--- src/rtl/uart_pkg.sv ---
// rtl/uart_pkg.sv - shared types and constants for the UART transmit scheduler
package uart_pkg;

    // Scheduler FSM: IDLE arbitrates and applies divisor changes, LOCK forwards one message.
    typedef enum logic {
        ST_IDLE = 1'b0,
        ST_LOCK = 1'b1
    } sched_state_e;

    localparam int MIN_NUM_REQ = 2;
    localparam int MAX_NUM_REQ = 8;

    // Divisor loaded into baud_edge out of reset.
    function automatic int calc_baud_edge(input int clock_freq, input int baud_rate);
        return clock_freq / baud_rate;
    endfunction

    function automatic bit num_req_ok(input int n);
        return (n >= MIN_NUM_REQ) && (n <= MAX_NUM_REQ);
    endfunction

endpackage

--- src/rtl/rr_pick.sv ---
// rtl/rr_pick.sv - combinational round-robin first-set search
//
// Ports:
//   req_valid_i  request bit per requester
//   rr_ptr_i     index searched first; search wraps past NUM_REQ-1 to 0
//   index_o      first requester with its bit set at or after rr_ptr_i
//   any_o        at least one request bit is set
module rr_pick #(
    parameter  int NUM_REQ = 4,
    localparam int IDX_W   = $clog2(NUM_REQ)
) (
    input  logic [NUM_REQ-1:0] req_valid_i,
    input  logic [IDX_W-1:0]   rr_ptr_i,
    output logic [IDX_W-1:0]   index_o,
    output logic               any_o
);

    int cand;

    // Walk offsets from farthest to nearest so the nearest set bit is the last writer.
    always_comb begin
        index_o = '0;
        any_o   = 1'b0;
        cand    = 0;
        for (int i = NUM_REQ - 1; i >= 0; i--) begin
            cand = int'(rr_ptr_i) + i;
            if (cand >= NUM_REQ) begin
                cand = cand - NUM_REQ;
            end
            if (req_valid_i[cand]) begin
                index_o = IDX_W'(cand);
                any_o   = 1'b1;
            end
        end
    end

endmodule

--- src/rtl/uart_tx_scheduler.sv ---
// rtl/uart_tx_scheduler.sv - message-granular round-robin sharing of one UART transmitter
//
// Optional feature macro: UART_TX_SCHED_TIMEOUT_EN (forced lock release after a stall).
//
// Ports:
//   clk, reset_n      system clock, asynchronous active-low reset
//   req_data          byte per requester, requester i at [8i+:8]
//   req_valid         byte valid per requester
//   req_last          byte is the final byte of its message
//   req_ready         byte accepted when valid & ready (only the lock owner)
//   tx_data/tx_valid  byte stream to the transmitter
//   tx_ready          transmitter can accept a byte
//   baud_edge         divisor driven to the transmitter
//   cfg_baud_edge     new divisor value, cfg_baud_we one-cycle write strobe
//   cfg_pending       a divisor write waits to be applied
//   grant_id          current lock owner, valid while busy
//   busy              a requester holds the lock
//   timeout           one-cycle pulse on forced lock release
module uart_tx_scheduler
    import uart_pkg::*;
#(
    parameter  int CLOCK_FREQ     = 125_000_000,
    parameter  int BAUD_RATE      = 115_200,
    parameter  int MIN_BDRT       = 9_600,
    parameter  int BAUD_BITS      = $clog2((CLOCK_FREQ + (MIN_BDRT / 2) - 1) / (MIN_BDRT / 2)),
    parameter  int NUM_REQ        = 4,
    parameter  int TIMEOUT_CYCLES = 1024,
    localparam int IDX_W          = $clog2(NUM_REQ)
) (
    input  logic                   clk,
    input  logic                   reset_n,
    input  logic [NUM_REQ*8-1:0]   req_data,
    input  logic [NUM_REQ-1:0]     req_valid,
    input  logic [NUM_REQ-1:0]     req_last,
    output logic [NUM_REQ-1:0]     req_ready,
    output logic [7:0]             tx_data,
    output logic                   tx_valid,
    input  logic                   tx_ready,
    output logic [BAUD_BITS-1:0]   baud_edge,
    input  logic [BAUD_BITS-1:0]   cfg_baud_edge,
    input  logic                   cfg_baud_we,
    output logic                   cfg_pending,
    output logic [IDX_W-1:0]       grant_id,
    output logic                   busy,
    output logic                   timeout
);

    localparam int                   DEFAULT_BAUD_EDGE = calc_baud_edge(CLOCK_FREQ, BAUD_RATE);
    localparam logic [BAUD_BITS-1:0] BAUD_RESET        = BAUD_BITS'(DEFAULT_BAUD_EDGE);

    if (!num_req_ok(NUM_REQ)) begin : g_num_req_check
        $error("uart_tx_scheduler: NUM_REQ must be 2..8");
    end

    sched_state_e         state_q, state_d;
    logic [IDX_W-1:0]     grant_q, grant_d;
    logic [IDX_W-1:0]     rr_ptr_q, rr_ptr_d;
    logic [BAUD_BITS-1:0] shadow_q, shadow_d;
    logic [BAUD_BITS-1:0] baud_q, baud_d;
    logic                 pending_q, pending_d;

    logic [7:0]           req_bytes [NUM_REQ];
    logic [IDX_W-1:0]     pick_idx;
    logic                 pick_any;
    logic [IDX_W-1:0]     rr_next;
    logic                 handshake;
    logic                 msg_done;
    logic                 force_release;
    logic                 cfg_write;
    logic                 cfg_apply;

    for (genvar g = 0; g < NUM_REQ; g++) begin : g_unpack
        assign req_bytes[g] = req_data[8*g +: 8];
    end

    rr_pick #(
        .NUM_REQ (NUM_REQ)
    ) u_rr_pick (
        .req_valid_i (req_valid),
        .rr_ptr_i    (rr_ptr_q),
        .index_o     (pick_idx),
        .any_o       (pick_any)
    );

    // Forwarding is purely combinational: the transmitter's ready drop after each
    // accept is seen directly by the owner, so no byte is ever held in a register here.
    always_comb begin
        req_ready = '0;
        tx_data   = '0;
        tx_valid  = 1'b0;
        if (state_q == ST_LOCK) begin
            tx_data             = req_bytes[grant_q];
            tx_valid            = req_valid[grant_q];
            req_ready[grant_q]  = tx_ready;
        end
    end

    assign handshake = tx_valid & tx_ready;
    assign msg_done  = handshake & req_last[grant_q];
    assign rr_next   = (grant_q == IDX_W'(NUM_REQ - 1)) ? '0 : grant_q + 1'b1;

`ifdef UART_TX_SCHED_TIMEOUT_EN
    localparam int TO_W = $clog2(TIMEOUT_CYCLES + 1);

    logic [TO_W-1:0] stall_cnt_q, stall_cnt_d;
    logic            stalled;

    assign stalled       = (state_q == ST_LOCK) && !req_valid[grant_q];
    // Release on the stall cycle that brings the count to TIMEOUT_CYCLES.
    assign force_release = stalled && (stall_cnt_q == TO_W'(TIMEOUT_CYCLES - 1));
    assign timeout       = force_release;

    always_comb begin
        stall_cnt_d = stall_cnt_q;
        if ((state_q != ST_LOCK) || handshake || force_release) begin
            stall_cnt_d = '0;
        end else if (stalled) begin
            stall_cnt_d = stall_cnt_q + 1'b1;
        end
    end

    always_ff @(posedge clk or negedge reset_n) begin
        if (!reset_n) begin
            stall_cnt_q <= '0;
        end else begin
            stall_cnt_q <= stall_cnt_d;
        end
    end
`else
    logic unused_timeout_cfg;

    assign force_release      = 1'b0;
    assign timeout            = 1'b0;
    assign unused_timeout_cfg = (TIMEOUT_CYCLES > 0);
`endif

    always_comb begin
        state_d  = state_q;
        grant_d  = grant_q;
        rr_ptr_d = rr_ptr_q;
        case (state_q)
            ST_IDLE: begin
                // A queued divisor change must land before the next message starts.
                if (!pending_q && pick_any) begin
                    grant_d = pick_idx;
                    state_d = ST_LOCK;
                end
            end
            ST_LOCK: begin
                if (msg_done || force_release) begin
                    state_d  = ST_IDLE;
                    rr_ptr_d = rr_next;
                end
            end
            default: state_d = ST_IDLE;
        endcase
    end

    // A fresh write in the apply cycle wins: it replaces the shadow and keeps the
    // change pending, so the older value never reaches the line.
    assign cfg_write = cfg_baud_we && (cfg_baud_edge != '0);
    assign cfg_apply = (state_q == ST_IDLE) && pending_q && tx_ready && !cfg_write;

    always_comb begin
        shadow_d  = shadow_q;
        pending_d = pending_q;
        baud_d    = baud_q;
        if (cfg_write) begin
            shadow_d  = cfg_baud_edge;
            pending_d = 1'b1;
        end else if (cfg_apply) begin
            baud_d    = shadow_q;
            pending_d = 1'b0;
        end
    end

    always_ff @(posedge clk or negedge reset_n) begin
        if (!reset_n) begin
            state_q   <= ST_IDLE;
            grant_q   <= '0;
            rr_ptr_q  <= '0;
            shadow_q  <= BAUD_RESET;
            baud_q    <= BAUD_RESET;
            pending_q <= 1'b0;
        end else begin
            state_q   <= state_d;
            grant_q   <= grant_d;
            rr_ptr_q  <= rr_ptr_d;
            shadow_q  <= shadow_d;
            baud_q    <= baud_d;
            pending_q <= pending_d;
        end
    end

    assign busy        = (state_q == ST_LOCK);
    assign grant_id    = grant_q;
    assign baud_edge   = baud_q;
    assign cfg_pending = pending_q;

endmodule

--- config.mk ---
export PLATFORM = sky130hd
export DESIGN_NAME = uart_tx_scheduler
export DESIGN_NICKNAME = d
export VERILOG_FILES = /design/src/rtl/uart_pkg.sv /design/src/rtl/rr_pick.sv /design/src/rtl/uart_tx_scheduler.sv
export SDC_FILE = /design/constraint.sdc
export NUM_CORES = 1
export LEC_CHECK = 0
export CAP_MARGIN = 20
export CORE_MARGIN = 10
export CORE_UTILIZATION = 41
export DETAILED_ROUTE_END_ITERATION = 10
export PLACE_DENSITY = 0.8
export SLEW_MARGIN = 20
export SYNTH_ARGS = -nofsm -noshare
export SYNTH_HDL_FRONTEND = slang
export SYNTH_SLANG_ARGS = --single-unit
--- constraint.sdc ---
create_clock -name clk -period 2.1 [get_ports clk]
set_input_delay 0.21 -clock clk [delete_from_list [all_inputs] [get_ports clk]]
set_output_delay 0.21 -clock clk [all_outputs]
set_load 0.05 [all_outputs]
**After elaboration in Yosys (flattened, before gate mapping)**

Index checks and enable logic that the tools add are counted.

- Equality and inequality tests: 1
- Magnitude comparators: 11
- Bitwise operators: 6
- Reduce and logical (&&, ||, !) cells: 13
- Muxes and demuxes: 42
- $add $sub $neg: 8

Operators by type and width:

| operator | number |
|---|---|
| $lt A32 B4 Y1 const B | 4 |
| $mux W32 | 4 |
| $ge A32 B4 Y1 const B | 3 |
| $sub A32 B4 Y32 const B | 3 |
| $mux W8 | 3 |
| $mux W1 | 20 |
| $bmux W8 S2 | 1 |
| $reduce_bool A15 Y1 | 1 |
| $bmux W1 S2 | 6 |
| $mux W2 | 5 |
| $add A2 B2 Y3 const B | 2 |
| $logic_and A1 B1 Y1 | 6 |
| $reduce_and A2 Y1 | 3 |
| $and A4 B4 Y4 | 1 |
| $mux W4 | 1 |
| $sub A2 B3 Y4 const B | 1 |
| $add A2 B1 Y3 const B | 1 |
| $ge A2 B3 Y1 const B | 1 |
| $ge A3 B3 Y1 const B | 1 |
| $lt A2 B3 Y1 const B | 1 |
| $not A2 Y3 | 1 |
| $add A2 B1 Y2 const B | 1 |
| $and A1 B1 Y1 | 2 |
| $demux W1 S2 | 1 |
| other kinds (6) | 8 |

- Register bits: 36
- Bits of input ports: 59
- Logic and storage cells: 87

**Longest topological paths before layout**

- Word-level depth: 13
- Depth in mapped cells: 8
- Mapped depth without buffers: 4

**Modules after synthesis**

From an unflattened synthesis, not the netlist that was laid out.

- Cells, all modules: 156
- Area, all modules: 1943.1 sq um

Modules (own cells, without submodules):

| module | cells an instance | times used | area each (sq um) |
|---|---|---|---|
| uart_tx_scheduler | 143 | 1 | 1865.5 |
| rr_pick | 13 | 1 | 77.6 |

**Worst setup path before layout**

OpenSTA, ideal clock, no wires.

- Path type: reg2out
- Start: register grant_q[0], in the netlist grant_id[0]
- End: output port tx_data[0]
- Stages on the path, launching flop included: 4
- Data arrival time: 1941 ps
- Slack: -51 ps
- Data required time: 1890 ps
- Buffers on the path: 1
- Cells stage by stage: dfrtp_1 -> buf_2 -> mux4_2 -> and2_1

- Cells in the longest elaborated chain, start to end: 5

RTL lines:

| element | RTL line | RTL |
|---|---|---|
| start: declaration | uart_tx_scheduler.sv:56 | `logic [IDX_W-1:0] grant_q, grant_d;` |
| start signal: assignment | uart_tx_scheduler.sv:187 | `grant_q <= grant_d;` |
| $not A2 Y3 (not written as such) | uart_tx_scheduler.sv:92 | `tx_data = req_bytes[grant_q];` |
| $bmux W8 S2 | uart_tx_scheduler.sv:92 |  |
| $mux W8 (not written as such) (2 in a row) | uart_tx_scheduler.sv:92 |  |
| $mux W8 | uart_tx_scheduler.sv:91 | `if (state_q == ST_LOCK) begin` |
| end: declaration | uart_tx_scheduler.sv:36 | `output logic [7:0] tx_data,` |

No other way between the ends. The select of a mux whose other input is x is not followed.

**Final worst setup path**

- Start: register grant_q[0], in the netlist grant_id[0]
- End: output port tx_data[2]

The elaborated chain is that of the path after synthesis.

==> results.yml <==
drt:
  viasPerCell: 4.93
  firstDrtPassIters: 4
  drc: 0
  postRouteAntennaNets: 0
  num_vias: 1505
  drtIter0Drc: 58
  wl_um: 5390
  post_drt_wl_per_cell_um: 17.7
floorplanning:
  dieWidth_um: 88.6
  rows: 24
  core-area_mm2: 0.00444
  die_area_mm2: 0.00785
  start_util: 0.434
  dieHeight_um: 88.6
  io_pins: 92
global_route:
  grt.total_usage: 0.142
  grt_pass1_wl_um: 8510
  grt_max_degree: 37
  first_global_vias: 1535
  antenna_found_initial: 0
  grt_overflow: 0
logic_synthesis:
  netlist_instances: 156
  synth-seq-cells: 36
  syn_area_per_cell_um2: 12.4
  yosys_warnings: 0
  yosys.area.top_type: "dfrtp_1"
  synth.net_count: 219
  ys_seq_area_frac: 0.475
  synthTopCellsByArea: "dfrtp_1 (31%), dfstp_2 (16%), mux4_2 (12%)"
  syn_area_mm2: 0.00193
  netlist.area_leader.share: 0.311
  yosysUniqueCellTypes: 33
cts:
  numCtsBuffers: 5
  clk_pin_slew_ns: 0.07
  root_buffer: "clkbuf_8"
  clock_sinks: 36
  clk_path_buf_depth: 2
  cts_setup_buffers: 0
  h-tree-depth: 2
  insertion_delay_ns: 0.28
  tritoncts: "yes"
layout:
  drive_above_1_share: 0.304
  syn_to_final_growth_pct: 54.1
  fin_util: 0.669
  nets: 315
  num_antenna_cells: 0
  fin_area_mm2: 0.00297
  final_cells: 305
sta:
  finalCriticalPeriod_ns: 1.97
  relSlewSlack: 0.648
  setup_viol: 0
  worstMarginPinSlew_ns: 0.526
  min_period_over_period: 0.937
  setup_tns_ns: 0
  final.setup.worst_slack_ns: 0.132
  finalMaxSlewViolations: 0
  hold_violations: 0
  skew_ns: 0.00266
  rsz0062_at_grt: "false"
  fmax_mhz: 508
power_and_ir_drop:
  ir_drop_uv: 875
  power_density_mw_per_mm2: 1410
  p_leak_nw: 1.30
run_status:
  status: "completed"
min_path:
  hold_class: "in -> async"
critical_path:
  cp.required_ns: 1.89
  worst-endpoint-arrival_ns: 1.76
  startpoint_type: "flop"
  cp-end-kind: "output port"
  crit_path_max_fanout: 16
  worstSetupPathType: "reg -> out"
place:
  place_inst: 297
  dpl.hpwl_um: 4430
  gp_congestion: 0.734
  io_buffers: 90
  placed_area_mm2: 0.00288
  pre_cts_slack_ns: -0.0467
job:
  maxCapViolCount: 0
per-layer routing:
metal / up-vias / wire (µm) / track usage
met5: - / 0 / 0
met3: 8 / 182 / 0.0377
met2: 29 / 3080 / 0.260
met4: 0 / 68 / 0.0367
li1: 733 / - / -
met1: 735 / 2060 / 0.158
worst max-delay path, stage by stage, from the launching register on:
cell,delay (ns)
dfrtp_4,0.58
mux4_2,0.53
and2_1,0.17
buf_4,0.19
synth_stat cells, drive strengths merged:
cell type,count
clkbuf,2
o21ai,2
dfstp,12
a21oi,3
nor2,3
nor3,1
ha,4
nand2,34
o41ai,2
o31ai,1
buf,7
nand4,1
and3,4
mux2i,1
dfrtp,24
mux2,22
and2,9
nor4,3
inv,5
and4b,1
mux4,10
o22ai,1
conb,1
nand2b,1
a41o,1
o21a,1
power by group:
part / total [mW] / internal [mW] / leakage (nW) / switching [mW]
combinational: 2.47 / 1.03 / 0.838 / 1.44
clock: 0.486 / 0.267 / 0.0455 / 0.219
sequential: 1.22 / 0.970 / 0.414 / 0.248
total: 4.18 / 2.27 / 1.30 / 1.91
cell usage in the layout, fill, tap and decap left out:
cell	synthesis	final
nand2_1	34	34
mux2i_1	1	1
clkdlybuf4s50_1	0	74
o31ai_1	1	1
dfrtp_1	24	23
clkbuf_8	0	6
and4b_1	1	1
a41o_1	1	1
o21ai_0	2	2
ha_1	4	4
o41ai_1	2	2
nand2b_1	1	1
and3_1	4	4
buf_4	2	21
nand4_1	1	1
dfrtp_4	0	1
conb_1	1	1
clkbuf_1	2	2
nor4_2	1	1
and2_1	9	9
nor2_1	3	3
o21a_1	1	1
nor4_1	2	2
o22ai_1	1	1
inv_1	4	4
mux4_2	10	10
buf_12	1	3
mux2_4	10	10
dfstp_2	12	12
nor3_1	1	1
a21oi_1	3	3
inv_2	1	1
mux2_2	12	12
per-stage QoR:
| step | hold slack [ns] | total power, mW |
|---|---|---|
| final | 0.335 | 4.18 |
| after floorplan | -0.0856 | 2.88 |
| after global routing | 0.363 | 4.40 |
| after detailed placement | 0.454 | 3.74 |
| after CTS | 0.344 | 4.23 |
| after global placement | 0.446 | 3.69 |
layout make-up:
| class | instances | area [µm²] |
|---|---|---|
| tap | 52 | 65.1 |
| inverter | 5 | 18.8 |
| multi-input combinational | 106 | 921 |
| fill | 350 | 1470 |
| sequential | 36 | 920 |
| timing repair buffer | 98 | 958 |
| clock buffer | 8 | 90.1 |
registers in the layout (all words and copies together), names as in the netlist:
register     cells
shadow_q        15
rr_ptr_q         2
cfg_pending      1
grant_id         2
busy             1
baud_edge       15
path summary, 6_finish.rpt:
| path | endpoint | slack, ns | depth (start not counted) | start |
|---|---|---|---|---|
| worst min-delay path | shadow_q[9]$_DFFE_PN0P_ | 0.34 | 2 | reset_n |
| worst min register to register | shadow_q[10]$_DFFE_PN1P_ | 0.46 | 2 | shadow_q[10]$_DFFE_PN1P_ |
| min in group clk | shadow_q[10]$_DFFE_PN1P_ | 0.46 | 3 | cfg_baud_edge[10] |
| worst max-delay path | tx_data[2] | 0.13 | 3 | grant_id[0]$_DFFE_PN0P_ |
| max in group asynchronous | grant_id[0]$_DFFE_PN0P_ | 1.42 | 2 | reset_n |
| worst max register to register | rr_ptr_q[1]$_DFFE_PN0P_ | 0.35 | 3 | grant_id[0]$_DFFE_PN0P_ |
timing repair:
item | in CTS | in global routing
endpoints found under the setup margin | 0 | 8
gates resized for setup | 0 | 1
hold buffers | 0 | 0
cell families after synthesis:
| kind of cell | share of synthesized area |
|---|---|
| AND/OR/NAND/NOR | 0.141 |
| flip-flops | 0.475 |
| multiplexers | 0.270 |
| buffers and inverters | 0.0480 |
| AO/OA/AOI/OAI | 0.0383 |
| adder cells (fa/ha/maj) | 0.0259 |
| other | 0.00194 |
(Power assumes the default switching activity.)
